<file path="config.mk">
export PLATFORM = sky130hd
export DESIGN_NAME = uart_tx_buffered
export DESIGN_NICKNAME = d
export VERILOG_FILES = /design/src/rtl/uart_pkg.sv /design/src/rtl/uart_tx_fifo.sv /design/src/rtl/uart_tx_buffered.sv
export SDC_FILE = /design/constraint.sdc
export NUM_CORES = 1
export LEC_CHECK = 0
export ABC_AREA = 0
export BUFFER_PORTS_ARGS = -buffer_cell sky130_fd_sc_hd__buf_4
export CAP_MARGIN = 20
export CORE_ASPECT_RATIO = 0.75
export CORE_MARGIN = 5
export CORE_UTILIZATION = 31
export CTS_BUF_LIST = sky130_fd_sc_hd__clkbuf_4 sky130_fd_sc_hd__clkbuf_8
export CTS_CLUSTER_SIZE = 20
export DETAILED_ROUTE_END_ITERATION = 8
export PLACE_DENSITY = 0.55
export SYNTH_ARGS = -nofsm -noshare
export SYNTH_HDL_FRONTEND = slang
export SYNTH_SLANG_ARGS = --single-unit
</file>
<file path="constraint.sdc">
create_clock -name clk -period 2.8 [get_ports clk]
set_clock_uncertainty 0.1 [all_clocks]
set_input_delay 0.28 -clock clk [delete_from_list [all_inputs] [get_ports clk]]
set_output_delay 0.28 -clock clk [all_outputs]
set_load 0.1 [all_outputs]
</file>
<file path="src/rtl/uart_pkg.sv">
// Shared types and timing helpers for the buffered UART transmitter.
//   parity_e    : parity mode (NONE, ODD, EVEN)
//   tx_state_e  : frame sequencer states
//   bit_period  : clocks per bit from clocks per half bit
//   stop_period : shortened final stop bit (90% of a bit period)
package uart_pkg;

    typedef enum logic [1:0] {
        NONE = 2'd0,
        ODD  = 2'd1,
        EVEN = 2'd2
    } parity_e;

    typedef enum logic [2:0] {
        ST_IDLE,
        ST_START,
        ST_DATA,
        ST_PARITY,
        ST_STOP
    } tx_state_e;

    function automatic int bit_period(input int half_bit);
        return 2 * half_bit;
    endfunction

    function automatic int stop_period(input int half_bit);
        return (2 * half_bit * 9) / 10;
    endfunction

endpackage

</file>
<file path="src/rtl/uart_tx_fifo.sv">
// Synchronous first-word-fall-through FIFO feeding the UART sequencer.
//   clk, rst : clock, synchronous active-high reset (flushes contents)
//   push_i   : write wdata_i (ignored while full, even if popping)
//   wdata_i  : word to store
//   pop_i    : drop the head word (ignored while empty)
//   rdata_o  : head word, valid while !empty_o
//   full_o   : DEPTH words stored
//   empty_o  : no words stored
//   count_o  : words stored
module uart_tx_fifo
    import uart_pkg::*;
#(
    parameter int DEPTH = 16,
    parameter int WIDTH = 8
) (
    input  logic                           clk,
    input  logic                           rst,
    input  logic                           push_i,
    input  logic [WIDTH-1:0]               wdata_i,
    input  logic                           pop_i,
    output logic [WIDTH-1:0]               rdata_o,
    output logic                           full_o,
    output logic                           empty_o,
    output logic [$clog2(DEPTH+1)-1:0]     count_o
);

    localparam int AW = $clog2(DEPTH);
    localparam int CW = $clog2(DEPTH + 1);

    logic [WIDTH-1:0] mem_q [DEPTH];
    logic [AW-1:0]    wptr_q, wptr_d;
    logic [AW-1:0]    rptr_q, rptr_d;
    logic [CW-1:0]    count_q, count_d;
    logic             do_push, do_pop;

    assign full_o  = (count_q == CW'(DEPTH));
    assign empty_o = (count_q == '0);
    assign count_o = count_q;
    assign rdata_o = mem_q[rptr_q];

    // Full blocks a push even when the same edge pops.
    assign do_push = push_i && !full_o;
    assign do_pop  = pop_i && !empty_o;

    always_comb begin
        wptr_d  = wptr_q;
        rptr_d  = rptr_q;
        count_d = count_q;
        if (do_push) wptr_d = wptr_q + AW'(1);
        if (do_pop)  rptr_d = rptr_q + AW'(1);
        if (do_push && !do_pop)      count_d = count_q + CW'(1);
        else if (!do_push && do_pop) count_d = count_q - CW'(1);
    end

    always_ff @(posedge clk) begin
        if (rst) begin
            wptr_q  <= '0;
            rptr_q  <= '0;
            count_q <= '0;
        end else begin
            wptr_q  <= wptr_d;
            rptr_q  <= rptr_d;
            count_q <= count_d;
        end
    end

    always_ff @(posedge clk) begin
        if (do_push && !rst) mem_q[wptr_q] <= wdata_i;
    end

endmodule

</file>
<file path="src/rtl/uart_tx_buffered.sv">
// Buffered UART transmitter: FIFO plus frame sequencer with configurable
// data width, parity and stop bits. Frames run back to back while words
// are queued; the final stop bit is shortened to 90% of a bit period.
//   clk        : system clock
//   rst        : synchronous active-high reset, abandons any frame
//   valid_send : producer offers data_send
//   data_send  : word to transmit, LSB first
//   ready_send : FIFO not full (word accepted when valid_send && ready_send)
//   UART_TX    : serial line, idle high
//   fifo_count : queued words, not counting the frame in flight
//   busy       : frame in flight or words queued
module uart_tx_buffered
    import uart_pkg::*;
#(
    parameter int CLK_PER_HALF_BIT = 434,
    parameter int DATA_BITS        = 8,
    parameter int PARITY           = 0,
    parameter int STOP_BITS        = 1,
    parameter int FIFO_DEPTH       = 16
) (
    input  logic                              clk,
    input  logic                              rst,
    input  logic                              valid_send,
    input  logic [DATA_BITS-1:0]              data_send,
    output logic                              ready_send,
    output logic                              UART_TX,
    output logic [$clog2(FIFO_DEPTH+1)-1:0]   fifo_count,
    output logic                              busy
);

    localparam int      T_CLK    = bit_period(CLK_PER_HALF_BIT);
    localparam int      TS_CLK   = stop_period(CLK_PER_HALF_BIT);
    localparam int      CW       = $clog2(T_CLK);
    localparam int      FCW      = $clog2(FIFO_DEPTH + 1);
    localparam parity_e PAR_MODE = (PARITY == 1) ? ODD : (PARITY == 2) ? EVEN : NONE;

    tx_state_e            state_q, state_d;
    logic [CW-1:0]        baud_q, baud_d;
    logic [DATA_BITS-1:0] shift_q, shift_d;
    logic [3:0]           bit_q, bit_d;
    logic                 stop_q, stop_d;
    logic                 par_q, par_d;
    logic                 tx_q, tx_d;
    logic                 busy_q, busy_d;

    logic                 fifo_full, fifo_empty, pop, push_ok;
    logic [DATA_BITS-1:0] fifo_rdata;
    logic [FCW-1:0]       fifo_cnt, cnt_nxt;
    logic                 last_stop, tick;

    assign push_ok = valid_send && !fifo_full;

    uart_tx_fifo #(
        .DEPTH (FIFO_DEPTH),
        .WIDTH (DATA_BITS)
    ) u_fifo (
        .clk     (clk),
        .rst     (rst),
        .push_i  (push_ok),
        .wdata_i (data_send),
        .pop_i   (pop),
        .rdata_o (fifo_rdata),
        .full_o  (fifo_full),
        .empty_o (fifo_empty),
        .count_o (fifo_cnt)
    );

    // stop_q marks the second stop bit; with one stop bit the first is last.
    assign last_stop = (state_q == ST_STOP) && ((STOP_BITS == 1) || stop_q);
    assign tick      = last_stop ? (baud_q == CW'(TS_CLK - 1))
                                 : (baud_q == CW'(T_CLK - 1));

    always_comb begin
        state_d = state_q;
        baud_d  = baud_q + CW'(1);
        shift_d = shift_q;
        bit_d   = bit_q;
        stop_d  = stop_q;
        par_d   = par_q;
        pop     = 1'b0;
        case (state_q)
            ST_IDLE: begin
                baud_d = '0;
                if (!fifo_empty) begin
                    pop     = 1'b1;
                    state_d = ST_START;
                end
            end
            ST_START: begin
                if (tick) begin
                    baud_d  = '0;
                    bit_d   = '0;
                    state_d = ST_DATA;
                end
            end
            ST_DATA: begin
                if (tick) begin
                    baud_d  = '0;
                    shift_d = shift_q >> 1;
                    if (bit_q == 4'(DATA_BITS - 1)) begin
                        stop_d  = 1'b0;
                        state_d = (PAR_MODE != NONE) ? ST_PARITY : ST_STOP;
                    end else begin
                        bit_d = bit_q + 4'd1;
                    end
                end
            end
            ST_PARITY: begin
                if (tick) begin
                    baud_d  = '0;
                    stop_d  = 1'b0;
                    state_d = ST_STOP;
                end
            end
            ST_STOP: begin
                if (tick) begin
                    baud_d = '0;
                    if (last_stop) begin
                        // Chain straight into the next start bit when queued.
                        if (!fifo_empty) begin
                            pop     = 1'b1;
                            state_d = ST_START;
                        end else begin
                            state_d = ST_IDLE;
                        end
                    end else begin
                        stop_d = 1'b1;
                    end
                end
            end
            default: begin
                baud_d  = '0;
                state_d = ST_IDLE;
            end
        endcase

        if (pop) begin
            shift_d = fifo_rdata;
            par_d   = (PAR_MODE == EVEN) ? ^fifo_rdata : ~^fifo_rdata;
        end

        // Line is registered from the current state, so it trails the
        // sequencer by one clock for the whole frame.
        case (state_q)
            ST_START:  tx_d = 1'b0;
            ST_DATA:   tx_d = shift_q[0];
            ST_PARITY: tx_d = par_q;
            default:   tx_d = 1'b1;
        endcase

        cnt_nxt = fifo_cnt;
        if (push_ok && !pop)      cnt_nxt = fifo_cnt + FCW'(1);
        else if (!push_ok && pop) cnt_nxt = fifo_cnt - FCW'(1);
        busy_d = (state_d != ST_IDLE) || (cnt_nxt != '0);
    end

    always_ff @(posedge clk) begin
        if (rst) begin
            state_q <= ST_IDLE;
            baud_q  <= '0;
            shift_q <= '0;
            bit_q   <= '0;
            stop_q  <= 1'b0;
            par_q   <= 1'b0;
            tx_q    <= 1'b1;
            busy_q  <= 1'b0;
        end else begin
            state_q <= state_d;
            baud_q  <= baud_d;
            shift_q <= shift_d;
            bit_q   <= bit_d;
            stop_q  <= stop_d;
            par_q   <= par_d;
            tx_q    <= tx_d;
            busy_q  <= busy_d;
        end
    end

    assign ready_send = !fifo_full;
    assign UART_TX    = tx_q;
    assign fifo_count = fifo_cnt;
    assign busy       = busy_q;

endmodule

</file>
# Word level (Yosys, flattened, before mapping)
# Memories as Yosys holds them, arrays and structs flattened. A register that Yosys moved wholly into a read port is not among the register bits.
# Cells that the tools add are included.
# classes
n_reduce_logical	29
n_eq_ne	11
mux	28
bitwise_logic	1
add_sub_neg	6
# ops
op	count
2-to-1 mux 8 bit	3
equality test 10 bit, second input constant	2
2-to-1 mux 4 bit	5
2-to-1 mux 5 bit	4
2-to-1 mux 3 bit	6
one-hot mux 3 bit (5 select lines)	1
adder 4 x 1 -> 4 bit, second input constant	3
adder 10 x 1 -> 10 bit, second input constant	1
logical AND 1 bit	8
one-hot mux 4 bit (2 select lines)	1
nonzero test 2 bit	4
XNOR reduction 8 bit	1
logical NOT 1 bit	7
equality test 3 x 2 -> 1 bit, second input constant	2
2-to-1 mux 1 bit	6
inequality test 2 bit, second input constant	3
adder 5 x 1 -> 5 bit, second input constant	1
equality test 5 bit, second input constant	1
logical NOT 5 bit	1
nonzero test 5 bit	1
subtractor 5 x 1 -> 5 bit, second input constant	1
equality test 4 x 3 -> 1 bit, second input constant	1
AND reduction 4 bit	1
OR reduction 4 bit	1
other kinds (10)	10
# totals
wordCells	86
mem_bits_rw	128
out_inout_bits	8
ff_bits	41
memories	1
# mem_list
name	depth	width	rd	rd_clocked_by_memory_dff	write_ports	line	text
u_fifo.mem_q	16	8	1	1	1	uart_tx_fifo.sv:30	logic [WIDTH-1:0] mem_q [DEPTH];

# Longest topological paths before layout
# logic_depth
depth_word	9
ltp_mapped	14

# Hierarchy
# Synthesis repeated with hierarchy kept, for this count alone.
# unflattened
cells_unflattened	493
area_unflattened_um2	7270.7
# by_module_without_submodules
module	seq_area_each_um2	cells_per_inst	area_each_um2	instances
uart_tx_fifo	4184.0	310	5766.8	1
uart_tx_buffered	560.5	183	1503.9	1

# Worst setup path before layout
# Ideal clock, no wire load.
# synth_path
kind	reg2reg
startpoint	register u_fifo.count_q[0] (netlist: u_fifo.count_o[0])
endpoint	memory u_fifo.mem_q[0][0], enable pin
arrival_time_ns	3.468
synth_period_minus_slack_ns	3.951
required_ns	2.317
slack_ns	-1.151
stages_incl_launch_ff	8
path_buffers	0
path_cell_list	dfxtp_1 -> inv_1 -> ha_1 -> nand3_1 -> nand2_1 -> nor2_1 -> nand2_1 -> nor3_1
# synth_between
elab_chain_cells	7
# synth_rtl
item	line	text
from (decl)	uart_tx_fifo.sv:33	logic [CW-1:0] count_q, count_d;
from (signal assigned)	uart_tx_fifo.sv:63	count_q <= count_d;
equality test 5 bit (*)	uart_tx_fifo.sv:36	assign full_o = (count_q == CW'(DEPTH));
logical NOT 1 bit (*)	n/a	
named net ready_send	uart_tx_buffered.sv:25	output logic ready_send,
logical AND 1 bit	uart_tx_buffered.sv:51	assign push_ok = valid_send && !fifo_full;
logical AND 1 bit (*)	uart_tx_fifo.sv:42	assign do_push = push_i && !full_o;
logical AND 1 bit (*)	uart_tx_fifo.sv:68	if (do_push && !rst) mem_q[wptr_q] <= wdata_i;
2-to-1 mux 1 bit (*)	uart_tx_fifo.sv:68	
2-to-1 mux 1 bit (implied by the code) (*)	uart_tx_fifo.sv:68	
to (decl)	uart_tx_fifo.sv:30	
# The timed path passes the listed nets; every way through them passes the cells marked *.

# Worst setup path in the final report
# layout_path
startpoint	register baud_q[1]
endpoint	register u_fifo.count_q[3] (netlist: u_fifo.count_o[3])
# layout_between
elab_chain_cells	8
# layout_rtl
item	line	text
from (decl)	uart_tx_buffered.sv:38	logic [CW-1:0] baud_q, baud_d;
from (signal assigned)	uart_tx_buffered.sv:169	baud_q <= baud_d;
equality test 10 bit, on equally long branches	uart_tx_buffered.sv:71, uart_tx_buffered.sv:70	
2-to-1 mux 1 bit (*)	uart_tx_buffered.sv:70	assign tick = last_stop ? (baud_q == CW'(TS_CLK - 1))
2-to-1 mux 1 bit (*)	uart_tx_buffered.sv:116	if (tick) begin
one-hot mux 1 bit (2 select lines) (*)	uart_tx_buffered.sv:81	case (state_q)
logical AND 1 bit (*)	uart_tx_fifo.sv:43	assign do_pop = pop_i && !empty_o;
logical NOT 1 bit	uart_tx_fifo.sv:51	if (do_push && !do_pop) count_d = count_q + CW'(1);
logical AND 1 bit	uart_tx_fifo.sv:51	
2-to-1 mux 5 bit / nonzero test 2 bit (equally long branches)	n/a	
# Mark *: on every way between the ends. The rest lies on a longest branch, timed or not.
# A chain may end at the register's enable or synchronous reset.

==> flow_summary.ini <==
[floorplan]
fp.dieH_um = 142
num_io_pins = 19
die_area_um2 = 26300
rows = 48
die_x_um = 186
core-area_um2 = 22900
initial_utilization = 0.314

[drt]
vias = 4016
drt-pass1-iter-count = 5
wl_um = 13800
drt_iter0_markers = 347
drc = 0
wire_per_inst_um = 16.4
vias_per_cell = 4.78
antenna_left = 0

[place]
place_hpwl_um = 9430
preCtsSetupSlack_ns = 0.149
place.gp.congestion = 0.831
port_buffers = 18

[clock_tree]
htree_num_levels = 4
max-clock-path-buffers = 2
cts.sinks = 173
clk_pin_slew_ns = 0.09
clkLatencyLatePin_ns = 0.46
clockRootBuffer = clkbuf_8
numCtsBuffers = 17
cts_tree = yes

[global_routing]
antenna_found_initial = 0
grt_pass1_vias = 4090
track_usage = 0.110
grt_max_degree = 34
gr-total-overflow = 0
grt_pass1_wl_um = 22300

[power]
ir_drop_mv = 0.322
power_density_nw_per_um2 = 804
leakagePower_nw = 2.69
p_total_mw = 6.64

[synthesis]
ys.flop_type = edfxtp_1
syn_area_per_cell_um2 = 14.9
yosys_warnings = 0
synth_seq_cells = 173
syn_nets = 503
netlist_instances = 481
syn-cell-area_um2 = 7180
yosysUniqueCellTypes = 49
synth_edf_count = 128
synth_top_area_frac = 0.535
synth.area.top_cells = edfxtp_1, dfxtp_1, mux4_2
synth_top_area_cell = edfxtp_1
synthArstFlopShare = 0
yosysSeqAreaShare = 0.661

[timing]
fin_ws_ns = 0.190
holdWs_ns = 0.0270
period_needed_ns = 2.61
tightest_slew_ns = 0.643
fin_crit_sh = 0.932
drv_slew = 0
rsz0062_at_grt = false
hold_viol = 0
fmax_ghz = 0.383
relSlewSlack = 0.570
fin_setup_tns_ns = 0
finalSetupViolCount = 0

[worst_setup_path]
rr_startpoint = baud_q[1]$_SDFF_PP0_
worstPathRequired_ns = 3.02
path_max_fanout = 8
endpoint_kind = register
startpoint = baud_q[1]$_SDFF_PP0_
slowest_stage = or4_1
cp_data_arrival_time_ns = 2.83
critPathKind = register to register
cp-start-kind = register
cpPeakStageDelay_ns = 0.44
cp_cell_sequence = or3_1, nor4_4, o21bai_4, a21boi_4, inv_2, ha_2, or4_1, a21oi_2, xnor2_1, nor2_1

[final_layout]
multi_input_area_um2 = 2290
final_core_util = 0.361
syn2layout_area_growth_pct = 15.1
final_nets = 549
regArea_um2 = 4760
fillers = 2147
antennaDiodeCount = 0
drive_above_1_share = 0.222

[hold_path]
hp-class = input pin to register
min_from = data_send[6]

[flow_run]
maxCapViolations = 0

[run_status]
status = finished clean
routing by layer:
metal  GRT usage  up-vias  wire length [um]
met4      0.0437        0               140
met5           0        -                 0
met3      0.0246       10               557
met2       0.175       73              6860
met1       0.149     2016              6200
li1            -     1917                 -
cell type report:
cell class | instances | area share
Timing Repair Buffer | 50 | 0.0494
Sequential cell | 173 | 0.577
Tap cell | 300 | 0.0454
Clock buffer | 18 | 0.0292
Multi-Input combinational cell | 276 | 0.277
Inverter | 9 | 0.00409
Clock inverter | 14 | 0.0183
report_power, final:
| group | leakage, nW | total [mW] | switching (mW) | internal [mW] |
|---|---|---|---|---|
| Sequential | 1.52 | 3.06 | 0.134 | 2.92 |
| Combinational | 0.980 | 1.90 | 1.10 | 0.804 |
| Clock | 0.187 | 1.68 | 0.938 | 0.744 |
| Total | 2.69 | 6.64 | 2.17 | 4.47 |
sequential cells by signal, summed over array words and instances (netlist names), named ones only:
register        cells
u_fifo.mem_q      128
baud_q             10
shift_q             8
u_fifo.count_o      5
bit_q               4
u_fifo.rptr_q       4
u_fifo.wptr_q       4
state_q             3
UART_TX             1
busy                1
par_q               1
Yosys cell counts (2+ instances only):
library cell / instances
a21oi_1: 23
buf_6: 2
nand3b_1: 2
buf_2: 4
o21ai_0: 5
nand2_1: 36
mux2i_1: 2
ha_1: 11
a31oi_1: 3
nor3_1: 9
a22oi_1: 25
nor2b_1: 4
xor2_1: 12
edfxtp_1: 128
nor2_1: 53
nand3_1: 7
nor3b_1: 3
nand4_1: 6
or3_1: 2
xnor2_1: 15
and2_1: 4
inv_1: 9
dfxtp_1: 45
mux4_1: 10
clkbuf_1: 8
buf_4: 4
mux4_2: 22
nand2b_1: 6
worst max-delay path: cells and delay by family (launching register included):
family	cells	cell delay (ns)
buf+inv	1	0.06
compound gates	3	0.41
simple gates	4	1.24
xor+xnor	1	0.12
flops	1	0.33
fa+ha+maj	1	0.23
cells by family (layout without fill, tap and decap cells):
| logic type | count (synthesis) | count (layout) | synth area share |
|---|---|---|---|
| flops | 173 | 173 | 0.661 |
| simple gates | 140 | 140 | 0.0929 |
| xor+xnor | 27 | 27 | 0.0329 |
| fa+ha+maj | 11 | 11 | 0.0192 |
| mux | 34 | 34 | 0.108 |
| compound gates | 64 | 64 | 0.0585 |
| buf+inv | 32 | 91 | 0.0274 |
final timing paths:
| kind | to | slack [ns] | depth (start not counted) |
|---|---|---|---|
| worst max-delay path | u_fifo.count_o[3]$_SDFFE_PP0P_ | 0.19 | 10 |
| worst min-delay path | u_fifo.mem_q[14][6]$_DFFE_PP_ | 0.03 | 1 |
| worst max register to register | u_fifo.count_o[3]$_SDFFE_PP0P_ | 0.19 | 10 |
| worst min register to register | baud_q[0]$_SDFF_PP0_ | 0.36 | 1 |
repair_timing:
action                                  in CTS  in global routing
resized for setup                            0                  1
endpoints found under the setup margin       0                  1
hold buffers                                 3                  0
endpoints found under the hold margin       35                  0
buffers inserted                             0                  0
cells in the final DEF (no fill, tap or decap), types with 2 or more instances in the layout:
| cell | instances |
|---|---|
| nand3b_1 | 2 |
| buf_4 | 45 |
| clkbuf_8 | 17 |
| nor2_1 | 53 |
| dlygate4sd3_1 | 3 |
| and2_1 | 4 |
| inv_6 | 4 |
| nand2b_1 | 6 |
| dfxtp_4 | 5 |
| nor2b_1 | 4 |
| inv_8 | 2 |
| o21ai_0 | 5 |
| mux4_2 | 22 |
| a31oi_1 | 3 |
| ha_1 | 10 |
| buf_12 | 2 |
| a22oi_1 | 25 |
| xor2_1 | 12 |
| nor3_1 | 9 |
| edfxtp_1 | 128 |
| xnor2_1 | 15 |
| nor3b_1 | 3 |
| inv_1 | 8 |
| nand4_1 | 6 |
| dfxtp_1 | 39 |
| clkinvlp_4 | 4 |
| mux4_1 | 10 |
| or3_1 | 2 |
| nand3_1 | 6 |
| mux2i_1 | 2 |
| clkinv_4 | 2 |
| nand2_1 | 35 |
| a21oi_1 | 22 |
per-stage QoR:
step / instances / area, um^2
floorplan: 481 / 7260
global placement: 805 / 7840
detailed placement: 805 / 7840
CTS: 840 / 8260
global route: 840 / 8260
finish: 840 / 8260
No activity file was read; power rests on OpenSTA's default activity.
